<file path="src/rtl/mem_port_arbiter_if.sv">
// mem_port_arbiter_if
// Bundles the three buses around the arbiter: the instruction-fetch request
// port (i_*), the data request port (d_*) and the downstream single memory
// port (mem_*).
//   slave  : the arbiter's view. Takes requests and memory responses, and
//            drives read data, response pulses and the downstream strobes.
//   master : the environment's view (datapath and memory model together).
// ADDR_WIDTH sets every address bus. DATA_WIDTH sets every data bus, and the
// byte-mask width is DATA_WIDTH/8.
interface mem_port_arbiter_if #(
    parameter int ADDR_WIDTH = 32,
    parameter int DATA_WIDTH = 32
);
    // Instruction side
    logic                      i_req;
    logic [ADDR_WIDTH-1:0]     i_addr;
    logic [DATA_WIDTH-1:0]     i_rdata;
    logic                      i_resp;
    // Data side
    logic                      d_read;
    logic                      d_write;
    logic [ADDR_WIDTH-1:0]     d_addr;
    logic [DATA_WIDTH/8-1:0]   d_wmask;
    logic [DATA_WIDTH-1:0]     d_wdata;
    logic [DATA_WIDTH-1:0]     d_rdata;
    logic                      d_resp;
    // Downstream memory port
    logic [ADDR_WIDTH-1:0]     mem_addr;
    logic                      mem_read;
    logic                      mem_write;
    logic [DATA_WIDTH/8-1:0]   mem_wmask;
    logic [DATA_WIDTH-1:0]     mem_wdata;
    logic [DATA_WIDTH-1:0]     mem_rdata;
    logic                      mem_resp;

    modport slave (
        input  i_req, i_addr,
        output i_rdata, i_resp,
        input  d_read, d_write, d_addr, d_wmask, d_wdata,
        output d_rdata, d_resp,
        output mem_addr, mem_read, mem_write, mem_wmask, mem_wdata,
        input  mem_rdata, mem_resp
    );

    modport master (
        output i_req, i_addr,
        input  i_rdata, i_resp,
        output d_read, d_write, d_addr, d_wmask, d_wdata,
        input  d_rdata, d_resp,
        input  mem_addr, mem_read, mem_write, mem_wmask, mem_wdata,
        output mem_rdata, mem_resp
    );
endinterface

</file>
<file path="src/rtl/mem_port_arbiter.sv">
// mem_port_arbiter
// Shares one single-ported, variable-latency memory between the instruction
// fetch port and the data port. It handles one transaction at a time. Each
// granted request is latched, and its latched copy drives mem_* until
// mem_resp. The owner then gets a one-cycle response pulse together with the
// registered read data.
//
// Ports:
//   clk  - clock; all state changes on the rising edge
//   rst  - synchronous reset, active low
//   bus  - mem_port_arbiter_if.slave (i_*, d_*, mem_* buses)
//
// Build option:
//   ARB_ROUND_ROBIN_EN - when defined, a conflict in IDLE is resolved by a
//                        1-bit round-robin pointer. The pointer starts out
//                        favouring I. When undefined, D always wins a
//                        conflict.
//
// Every output is driven from a register or decoded from the state register
// alone. No input reaches an output combinationally.
module mem_port_arbiter #(
    parameter int ADDR_WIDTH = 32,
    parameter int DATA_WIDTH = 32
) (
    input  logic                 clk,
    input  logic                 rst,
    mem_port_arbiter_if.slave    bus
);
    localparam int MASK_WIDTH = DATA_WIDTH / 8;

    typedef enum logic [1:0] {
        IDLE   = 2'd0,
        I_BUSY = 2'd1,
        D_BUSY = 2'd2
    } state_t;

    state_t                  state_reg;
    state_t                  state_next;

    logic                    grant_i;
    logic                    grant_d;
    logic                    d_pending;

    // Latched transaction
    logic [ADDR_WIDTH-1:0]   addr_reg;
    logic [MASK_WIDTH-1:0]   wmask_reg;
    logic [DATA_WIDTH-1:0]   wdata_reg;
    logic                    write_reg;

    // Upstream response registers
    logic [DATA_WIDTH-1:0]   i_rdata_reg;
    logic [DATA_WIDTH-1:0]   d_rdata_reg;
    logic                    i_resp_reg;
    logic                    d_resp_reg;

    // Strobes decoded from state_reg
    logic                    mem_read_dec;
    logic                    mem_write_dec;

`ifdef ARB_ROUND_ROBIN_EN
    // Set when D should win the next conflict, i.e. I was granted last.
    logic                    favour_d_reg;
`endif

    // A simultaneous read and write on the D side is treated as a write. That
    // only affects the latched op; either one makes D pending.
    assign d_pending = bus.d_read | bus.d_write;

    // ------------------------------------------------------------------
    // State register
    // ------------------------------------------------------------------
    always_ff @(posedge clk) begin
        if (!rst) begin
            state_reg <= IDLE;
        end else begin
            state_reg <= state_next;
        end
    end

    // ------------------------------------------------------------------
    // Next-state logic, including the arbitration decision
    // ------------------------------------------------------------------
    always_comb begin
        state_next = state_reg;
        grant_i    = 1'b0;
        grant_d    = 1'b0;
        case (state_reg)
            IDLE: begin
`ifdef ARB_ROUND_ROBIN_EN
                if (d_pending && (!bus.i_req || favour_d_reg)) begin
                    grant_d = 1'b1;
                end else if (bus.i_req) begin
                    grant_i = 1'b1;
                end
`else
                if (d_pending) begin
                    grant_d = 1'b1;
                end else if (bus.i_req) begin
                    grant_i = 1'b1;
                end
`endif
                if (grant_d) begin
                    state_next = D_BUSY;
                end else if (grant_i) begin
                    state_next = I_BUSY;
                end
            end
            I_BUSY, D_BUSY: begin
                // The response pulse goes out in the cycle spent in IDLE,
                // so a new grant can follow one cycle after mem_resp.
                if (bus.mem_resp) begin
                    state_next = IDLE;
                end
            end
            default: state_next = IDLE;
        endcase
    end

    // ------------------------------------------------------------------
    // Output decode. The strobes depend on state_reg and latched op only.
    // ------------------------------------------------------------------
    always_comb begin
        mem_read_dec  = 1'b0;
        mem_write_dec = 1'b0;
        case (state_reg)
            I_BUSY: mem_read_dec = 1'b1;
            D_BUSY: begin
                mem_read_dec  = ~write_reg;
                mem_write_dec = write_reg;
            end
            default: begin
                mem_read_dec  = 1'b0;
                mem_write_dec = 1'b0;
            end
        endcase
    end

    // ------------------------------------------------------------------
    // Transaction latches, read-data capture and response pulses.
    // mem_resp in IDLE matches none of the conditions below, so a stray
    // response is dropped.
    // ------------------------------------------------------------------
    always_ff @(posedge clk) begin
        if (!rst) begin
            addr_reg    <= '0;
            wmask_reg   <= '0;
            wdata_reg   <= '0;
            write_reg   <= 1'b0;
            i_rdata_reg <= '0;
            d_rdata_reg <= '0;
            i_resp_reg  <= 1'b0;
            d_resp_reg  <= 1'b0;
        end else begin
            i_resp_reg <= (state_reg == I_BUSY) && bus.mem_resp;
            d_resp_reg <= (state_reg == D_BUSY) && bus.mem_resp;

            if ((state_reg == I_BUSY) && bus.mem_resp) begin
                i_rdata_reg <= bus.mem_rdata;
            end
            // A completed write leaves d_rdata as it was.
            if ((state_reg == D_BUSY) && bus.mem_resp && !write_reg) begin
                d_rdata_reg <= bus.mem_rdata;
            end

            if (grant_d) begin
                addr_reg  <= bus.d_addr;
                wmask_reg <= bus.d_wmask;
                wdata_reg <= bus.d_wdata;
                write_reg <= bus.d_write;
            end else if (grant_i) begin
                addr_reg  <= bus.i_addr;
                wmask_reg <= '0;
                write_reg <= 1'b0;
            end
        end
    end

`ifdef ARB_ROUND_ROBIN_EN
    always_ff @(posedge clk) begin
        if (!rst) begin
            favour_d_reg <= 1'b0;
        end else if (grant_d) begin
            favour_d_reg <= 1'b0;
        end else if (grant_i) begin
            favour_d_reg <= 1'b1;
        end
    end
`endif

    assign bus.mem_addr  = addr_reg;
    assign bus.mem_wmask = wmask_reg;
    assign bus.mem_wdata = wdata_reg;
    assign bus.mem_read  = mem_read_dec;
    assign bus.mem_write = mem_write_dec;
    assign bus.i_rdata   = i_rdata_reg;
    assign bus.i_resp    = i_resp_reg;
    assign bus.d_rdata   = d_rdata_reg;
    assign bus.d_resp    = d_resp_reg;

endmodule

</file>
<file path="src/flat_wrapper.sv">
// flat-port wrapper written by rule: the top's interface ports become plain ports
module mem_port_arbiter_flat 
#(
    parameter int ADDR_WIDTH = 32,
    parameter int DATA_WIDTH = 32
)
  (clk, rst, bus_i_req, bus_i_addr, bus_i_rdata, bus_i_resp, bus_d_read, bus_d_write, bus_d_addr, bus_d_wmask, bus_d_wdata, bus_d_rdata, bus_d_resp, bus_mem_addr, bus_mem_read, bus_mem_write, bus_mem_wmask, bus_mem_wdata, bus_mem_rdata, bus_mem_resp);
  mem_port_arbiter_if #(.ADDR_WIDTH(ADDR_WIDTH), .DATA_WIDTH(DATA_WIDTH)) bus_i ();
  input  logic clk;
  input  logic rst;
  input wire logic [$bits(bus_i.i_req)-1:0] bus_i_req;
  input wire logic [$bits(bus_i.i_addr)-1:0] bus_i_addr;
  output wire logic [$bits(bus_i.i_rdata)-1:0] bus_i_rdata;
  output wire logic [$bits(bus_i.i_resp)-1:0] bus_i_resp;
  input wire logic [$bits(bus_i.d_read)-1:0] bus_d_read;
  input wire logic [$bits(bus_i.d_write)-1:0] bus_d_write;
  input wire logic [$bits(bus_i.d_addr)-1:0] bus_d_addr;
  input wire logic [$bits(bus_i.d_wmask)-1:0] bus_d_wmask;
  input wire logic [$bits(bus_i.d_wdata)-1:0] bus_d_wdata;
  output wire logic [$bits(bus_i.d_rdata)-1:0] bus_d_rdata;
  output wire logic [$bits(bus_i.d_resp)-1:0] bus_d_resp;
  output wire logic [$bits(bus_i.mem_addr)-1:0] bus_mem_addr;
  output wire logic [$bits(bus_i.mem_read)-1:0] bus_mem_read;
  output wire logic [$bits(bus_i.mem_write)-1:0] bus_mem_write;
  output wire logic [$bits(bus_i.mem_wmask)-1:0] bus_mem_wmask;
  output wire logic [$bits(bus_i.mem_wdata)-1:0] bus_mem_wdata;
  input wire logic [$bits(bus_i.mem_rdata)-1:0] bus_mem_rdata;
  input wire logic [$bits(bus_i.mem_resp)-1:0] bus_mem_resp;
  assign bus_i.i_req = bus_i_req;
  assign bus_i.i_addr = bus_i_addr;
  assign bus_i_rdata = bus_i.i_rdata;
  assign bus_i_resp = bus_i.i_resp;
  assign bus_i.d_read = bus_d_read;
  assign bus_i.d_write = bus_d_write;
  assign bus_i.d_addr = bus_d_addr;
  assign bus_i.d_wmask = bus_d_wmask;
  assign bus_i.d_wdata = bus_d_wdata;
  assign bus_d_rdata = bus_i.d_rdata;
  assign bus_d_resp = bus_i.d_resp;
  assign bus_mem_addr = bus_i.mem_addr;
  assign bus_mem_read = bus_i.mem_read;
  assign bus_mem_write = bus_i.mem_write;
  assign bus_mem_wmask = bus_i.mem_wmask;
  assign bus_mem_wdata = bus_i.mem_wdata;
  assign bus_i.mem_rdata = bus_mem_rdata;
  assign bus_i.mem_resp = bus_mem_resp;
  mem_port_arbiter #(.ADDR_WIDTH(ADDR_WIDTH), .DATA_WIDTH(DATA_WIDTH)) u_core (.clk(clk), .rst(rst), .bus(bus_i));
endmodule
</file>
<file path="config.mk">
export PLATFORM = sky130hd
export DESIGN_NAME = mem_port_arbiter_flat
export DESIGN_NICKNAME = d
export VERILOG_FILES = /design/src/rtl/mem_port_arbiter_if.sv /design/src/rtl/mem_port_arbiter.sv /design/src/flat_wrapper.sv
export SDC_FILE = /design/constraint.sdc
export NUM_CORES = 1
export LEC_CHECK = 0
export ABC_AREA = 1
export CAP_MARGIN = 20
export CORE_MARGIN = 5
export CORE_UTILIZATION = 35
export CTS_CLUSTER_SIZE = 16
export DETAILED_ROUTE_END_ITERATION = 10
export GPL_TIMING_DRIVEN = 0
export PLACE_DENSITY_LB_ADDON = 0.3
export SLEW_MARGIN = 10
export SYNTH_ARGS = -nofsm -noshare
export SYNTH_HDL_FRONTEND = slang
export SYNTH_SLANG_ARGS = --single-unit
</file>
<file path="constraint.sdc">
create_clock -name clk -period 1.7 [get_ports clk]
set_input_delay 0.34 -clock clk [delete_from_list [all_inputs] [get_ports clk]]
set_output_delay 0.34 -clock clk [all_outputs]
set_load 0.1 [all_outputs]
</file>
After elaboration in Yosys (flattened, before gate mapping)
Index checks and enable logic that the tools add are counted.
{ "classes": {"mux": 19, "eq_ne": 4, "bitwise": 2, "reduce_logical": 8} }
{ "ops": {"columns": ["operator", "n"], "rows": [
  ["2-to-1 mux 32 bit", 2],
  ["2-to-1 mux 1 bit", 10],
  ["2-to-1 mux 4 bit", 2],
  ["2-to-1 mux 2 bit", 3],
  ["one-hot mux 2 bit (2 select lines)", 1],
  ["logical AND 1 bit", 3],
  ["!= test 3 x 1 -> 1 bit, second input constant", 1],
  ["== test 2 x 1 -> 1 bit, second input constant", 1],
  ["== test 2 bit, second input constant", 1],
  ["zero test 2 bit", 1],
  ["!= test 2 bit, second input constant", 1],
  ["one-hot mux 1 bit (2 select lines)", 1],
  ["AND reduction 2 bit", 1],
  ["nonzero test 2 bit", 1],
  ["OR reduction 2 bit", 1],
  ["zero test 1 bit", 1],
  ["NOT 1 bit", 1],
  ["bitwise OR 1 bit", 1]
]} }
{ "totals": {"out_inout_bits": 136, "word_cells": 42, "regBits": 137, "input_bits": 138} }

Depth between registers and ports, before layout
{ "depth": {"depth_word": 6, "depth_mapped": 8, "depth_no_buf": 7} }

Worst setup path before layout
No wires, ideal clock.
{ "synth_path": {"kind": "flip-flop to output port", "from": "register u_core.state_reg[0]", "to": "output port bus_mem_read", "arrival_ns": 1.959, "required_time_ns": 1.360, "n_path_buf": 0, "path_stages_with_launch": 5, "path_slack_ns": -0.599, "cell_sequence": "dfxtp_1 -> inv_1 -> ha_1 -> inv_1 -> nor2_1"} }
{ "synth_via": {"elab_chain_len": 2, "word_cells_on_any_way": 3, "classes_between": "eq/ne: 2; mux: 1"} }
{ "synth_rtl": {"columns": ["element", "line_no", "text"], "rows": [
  ["from (decl)", "mem_port_arbiter.sv:37", "state_t state_reg;"],
  ["from (signal assigned)", "mem_port_arbiter.sv:76", "state_reg <= state_next;"],
  ["== test 2 bit / == test 2 x 1 -> 1 bit (equally long branches)", "mem_port_arbiter.sv:125", "case (state_reg)"],
  ["one-hot mux 1 bit (2 select lines) *", "mem_port_arbiter.sv:125", null],
  ["to (decl)", "flat_wrapper.sv:23", "output wire logic [$bits(bus_i.mem_read)-1:0] bus_mem_read;"]
]} }
Every way passes the cells marked *; elsewhere a longest branch is shown, timed or not.

Final worst setup path
Same ends and word-level chain as after synthesis.

==> results by group <==
Global routing
  – Initial antenna violation count: 1
  – Vias in the first global route: 5,502
  – First-pass GRT wire length: between 20 and 30 mm
  – All-Layer GR Usage: 0.193
  – Largest net degree at the start of global routing: 17
  – Remaining Overflow, GRT: 0

Layout
  – Fin util: 0.592
  – Post-layout nets: 1,244
  – Filler Cells Inserted: 1,550
  – Final instance area: roughly 0.0094 mm^2
  – Layout cells sized above 1: 0.232
  – Synthesis-to-layout area growth: 65.3%
  – Post-route insts no fill: about 1,300
  – Diode count: 0

Logic synthesis
  – Compound-Gate Fraction of Synth Area: 0.132
  – Yosys warning count: 0
  – Synth top area share: 0.480
  – Top cells by area, synth: dfxtp_1, nor2_1, nand2_1, inv_1, o21ai_0
  – Syn Area/Cell: around 7.0 um^2
  – Main combinational cell family by area after synthesis: simple AND/OR/NAND/NOR gates
  – Register area share after synthesis: 0.480
  – Post-Synth Simple-Gate Area: 0.263
  – Ys async rst share: 0
  – Post-synth top area cell: dfxtp_1
  – Most used DFF post-synth: dfxtp_1
  – Syn Nets: 953
  – Mux cell area share after synthesis: 0
  – Post-Synthesis Cells: 812
  – Adder-cell share of the synthesized area: 0.00658
  – Post-synth EDFFs: 0
  – Distinct cells, synth: 20
  – Post-synthesis register bit count: between 100 and 150
  – XOR/XNOR Fraction of Synth Area: 0
  – Cell area after synthesis: 0.00571 mm^2

Timing
  – RSZ-0062 raised after global routing: true
  – Final setup viols: 1
  – Clock skew: about 11 ps
  – Worst-margin pin slew: 603 ps
  – Fin Setup TNS: -36.7 ps
  – Final hold vios: 0
  – Max-slew violation count: 0
  – Tcrit/Tclk final: 1.02
  – Final min period: 1740 ps
  – Slew headroom: 0.598
  – Worst Slack Setup Final: -36.7 ps
  – FMAX: 0.576 GHz
  – Hold WS: 265 ps

Die
  – Starting Density: 0.358
  – Die Y: 138 um
  – Die area: roughly 0.019 mm^2
  – Row Count: 46
  – I/O pins: 274
  – Die width: between 100 and 150 um
  – Placeable Area: between 0.015 and 0.02 mm^2

Detailed routing
  – Met2 wire len: 8.97 mm
  – WL final: 18.5 mm
  – Post-route ant nets: 0
  – Avg WL per Cell: approximately 14 um
  – Top Layer Used: met5
  – Via Count: approximately 5,800
  – Vias per inst: roughly 4.3
  – Initial drt markers: 225
  – DRC viols: 0
  – Drt first pass iters: 4
  – Met3 routed WL: between 1.5 and 2 mm
  – Metal-1 WL: around 7.2 mm

Power
  – Switch Pwr: roughly 4.5 mW
  – Combinational power share: 0.350
  – Maximum vdd drop: about 660 uV
  – PwrDens: between 1000 and 1500 mW/mm^2
  – Clock power share: 0.328
  – Sequential power share: 0.323
  – Int Power: 6.72 mW
  – Leak: approximately 4.2 nW
  – Sw frac: 0.404
  – Total power: around 11 mW

Clock tree
  – CTS tree: done
  – Worst skew pair latency: 420 ps
  – # Post-CTS Setup Buffers: 0
  – Cts hold-fix bufs: 0
  – CTS buffer count: 17
  – Clock slew at reported path FFs: ~70 ps
  – Max H-tree Level: 4
  – CTS Sinks: approximately 140
  – Max clock buf depth: 2
  – Clock root buffer master: clkbuf_16

Outcome
  – Status: finished, violations left
  – Failing checks: negative setup slack

Place
  – Pre-CTS setup slack: -693 ps
  – DP Area: between 0.008 and 0.009 mm^2
  – Placed insts: ~1,300
  – PortBufs: 272
  – DP Wirelength: roughly 14 mm
  – Gpl congestion: 0.804

Worst setup path
  – Crit path kind: flip-flop to output port
  – Worst Path Max Fanout: 3
  – Worst r2r src: u_core.state_reg[0]$_SDFFE_PN0P_
  – Crit path DAT: 1400 ps
  – CP endpoint kind: output port
  – CP required: roughly 1400 ps
  – R2R Path End: u_core.bus.d_rdata[2]$_SDFFE_PN0P_
  – CP startpoint kind: flip-flop
  – Cells on worst reg2reg path: 8
  – Reg2reg setup slack: 170 ps

Job
  – Max-cap violations: 0

Min path
  – Hold Path Cell Cnt: 3
  – Class of the worst hold path: input port to flip-flop
  – Endpoint, Worst Hold: u_core.bus.i_rdata[2]$_SDFFE_PN0P_
  – Min-delay src: rst
## layer usage
metal  vias up  GRT usage
met5         -          0
met1      2532      0.218
met3        27     0.0752
met2       196      0.328
li1       3037          -
met4         2     0.0735
## cell type report
cell class,instances,area [um^2],area share
clock inverters,15,164,0.0174
well taps,216,270,0.0286
inverters,109,414,0.0439
plain buffers,46,265,0.0281
clock buffers,17,425,0.0451
repair buffers,272,2800,0.297
flip-flops and latches,137,2750,0.291
multi-input cells,520,2340,0.248
## worst max-delay path, cell delays in order, from the launching register on
cell     delay [ps]
dfxtp_4         370
inv_4            50
ha_4            260
inv_2            40
nor2_4           90
buf_12          180
## placed cells by master (no fill, tap or decap), types with 2 or more instances in the layout
| master | count |
|---|---|
| clkbuf_16 | 17 |
| a21oi_1 | 19 |
| buf_6 | 7 |
| buf_12 | 2 |
| clkinv_2 | 3 |
| clkdlybuf4s15_2 | 84 |
| dfxtp_4 | 2 |
| buf_4 | 4 |
| dfxtp_1 | 135 |
| ha_4 | 2 |
| o21ai_0 | 74 |
| clkinv_4 | 4 |
| inv_1 | 101 |
| clkbuf_1 | 15 |
| inv_2 | 5 |
| clkdlybuf4s50_1 | 136 |
| nand2_2 | 3 |
| nand2_1 | 146 |
| inv_4 | 2 |
| nor2_2 | 22 |
| nor2_1 | 206 |
| inv_6 | 4 |
| a21oi_2 | 20 |
| clkbuf_2 | 3 |
| buf_2 | 26 |
| bufinv_16 | 2 |
| o21ai_1 | 22 |
| clkdlybuf4s18_2 | 41 |
## kinds of logic after synthesis
| kind of cell | count (synthesis) |
|---|---|
| AOI/OAI and AO/OA | 136 |
| and+or+nand+nor | 381 |
| adders and majority gates | 3 |
| buffers and inverters | 155 |
| DFF | 137 |
## repair_timing
item                       in CTS  in global routing
setup endpoints to repair     136                 81
gates resized for setup       423                 79
pin swaps                       0                  3
## worst max-delay path by stage
stage | slack (ps) | end | startpoint | cells past startpoint
floorplan | 150 | bus_mem_read | u_core.state_reg[0]$_SDFFE_PN0P_ | 4
global placement | -670 | bus_mem_read | u_core.state_reg[0]$_SDFFE_PN0P_ | 5
detailed placement | -690 | bus_mem_read | u_core.state_reg[0]$_SDFFE_PN0P_ | 5
CTS | -170 | bus_mem_read | u_core.state_reg[0]$_SDFFE_PN0P_ | 5
global route | -110 | bus_mem_read | u_core.state_reg[1]$_SDFFE_PN0P_ | 5
finish | -40 | bus_mem_read | u_core.state_reg[0]$_SDFFE_PN0P_ | 5
## power by group through the flow
| stage | Combinational, mW | Clock [mW] | Sequential [mW] |
|---|---|---|---|
| 6_report | 3.94 | 3.69 | 3.63 |
| 5_1_grt | 4.16 | 3.95 | 3.67 |
| 4_1_cts | 3.94 | 3.78 | 3.63 |
| 3_5_place_dp | 4.00 | 0 | 3.70 |
| 3_3_place_gp | 3.99 | 0 | 3.69 |
| 2_1_floorplan | 0.904 | 0 | 5.68 |
## synth_stat cells (7+ instances only)
| master | n |
|---|---|
| o21ai_1 | 22 |
| buf_6 | 7 |
| inv_1 | 105 |
| nand2_1 | 147 |
| o21ai_0 | 74 |
| nor2_1 | 207 |
| dfxtp_1 | 137 |
| a21oi_1 | 20 |
| buf_2 | 17 |
| a21oi_2 | 20 |
| clkbuf_1 | 18 |
| nor2_2 | 22 |
No activity file was read; power rests on OpenSTA's default activity.
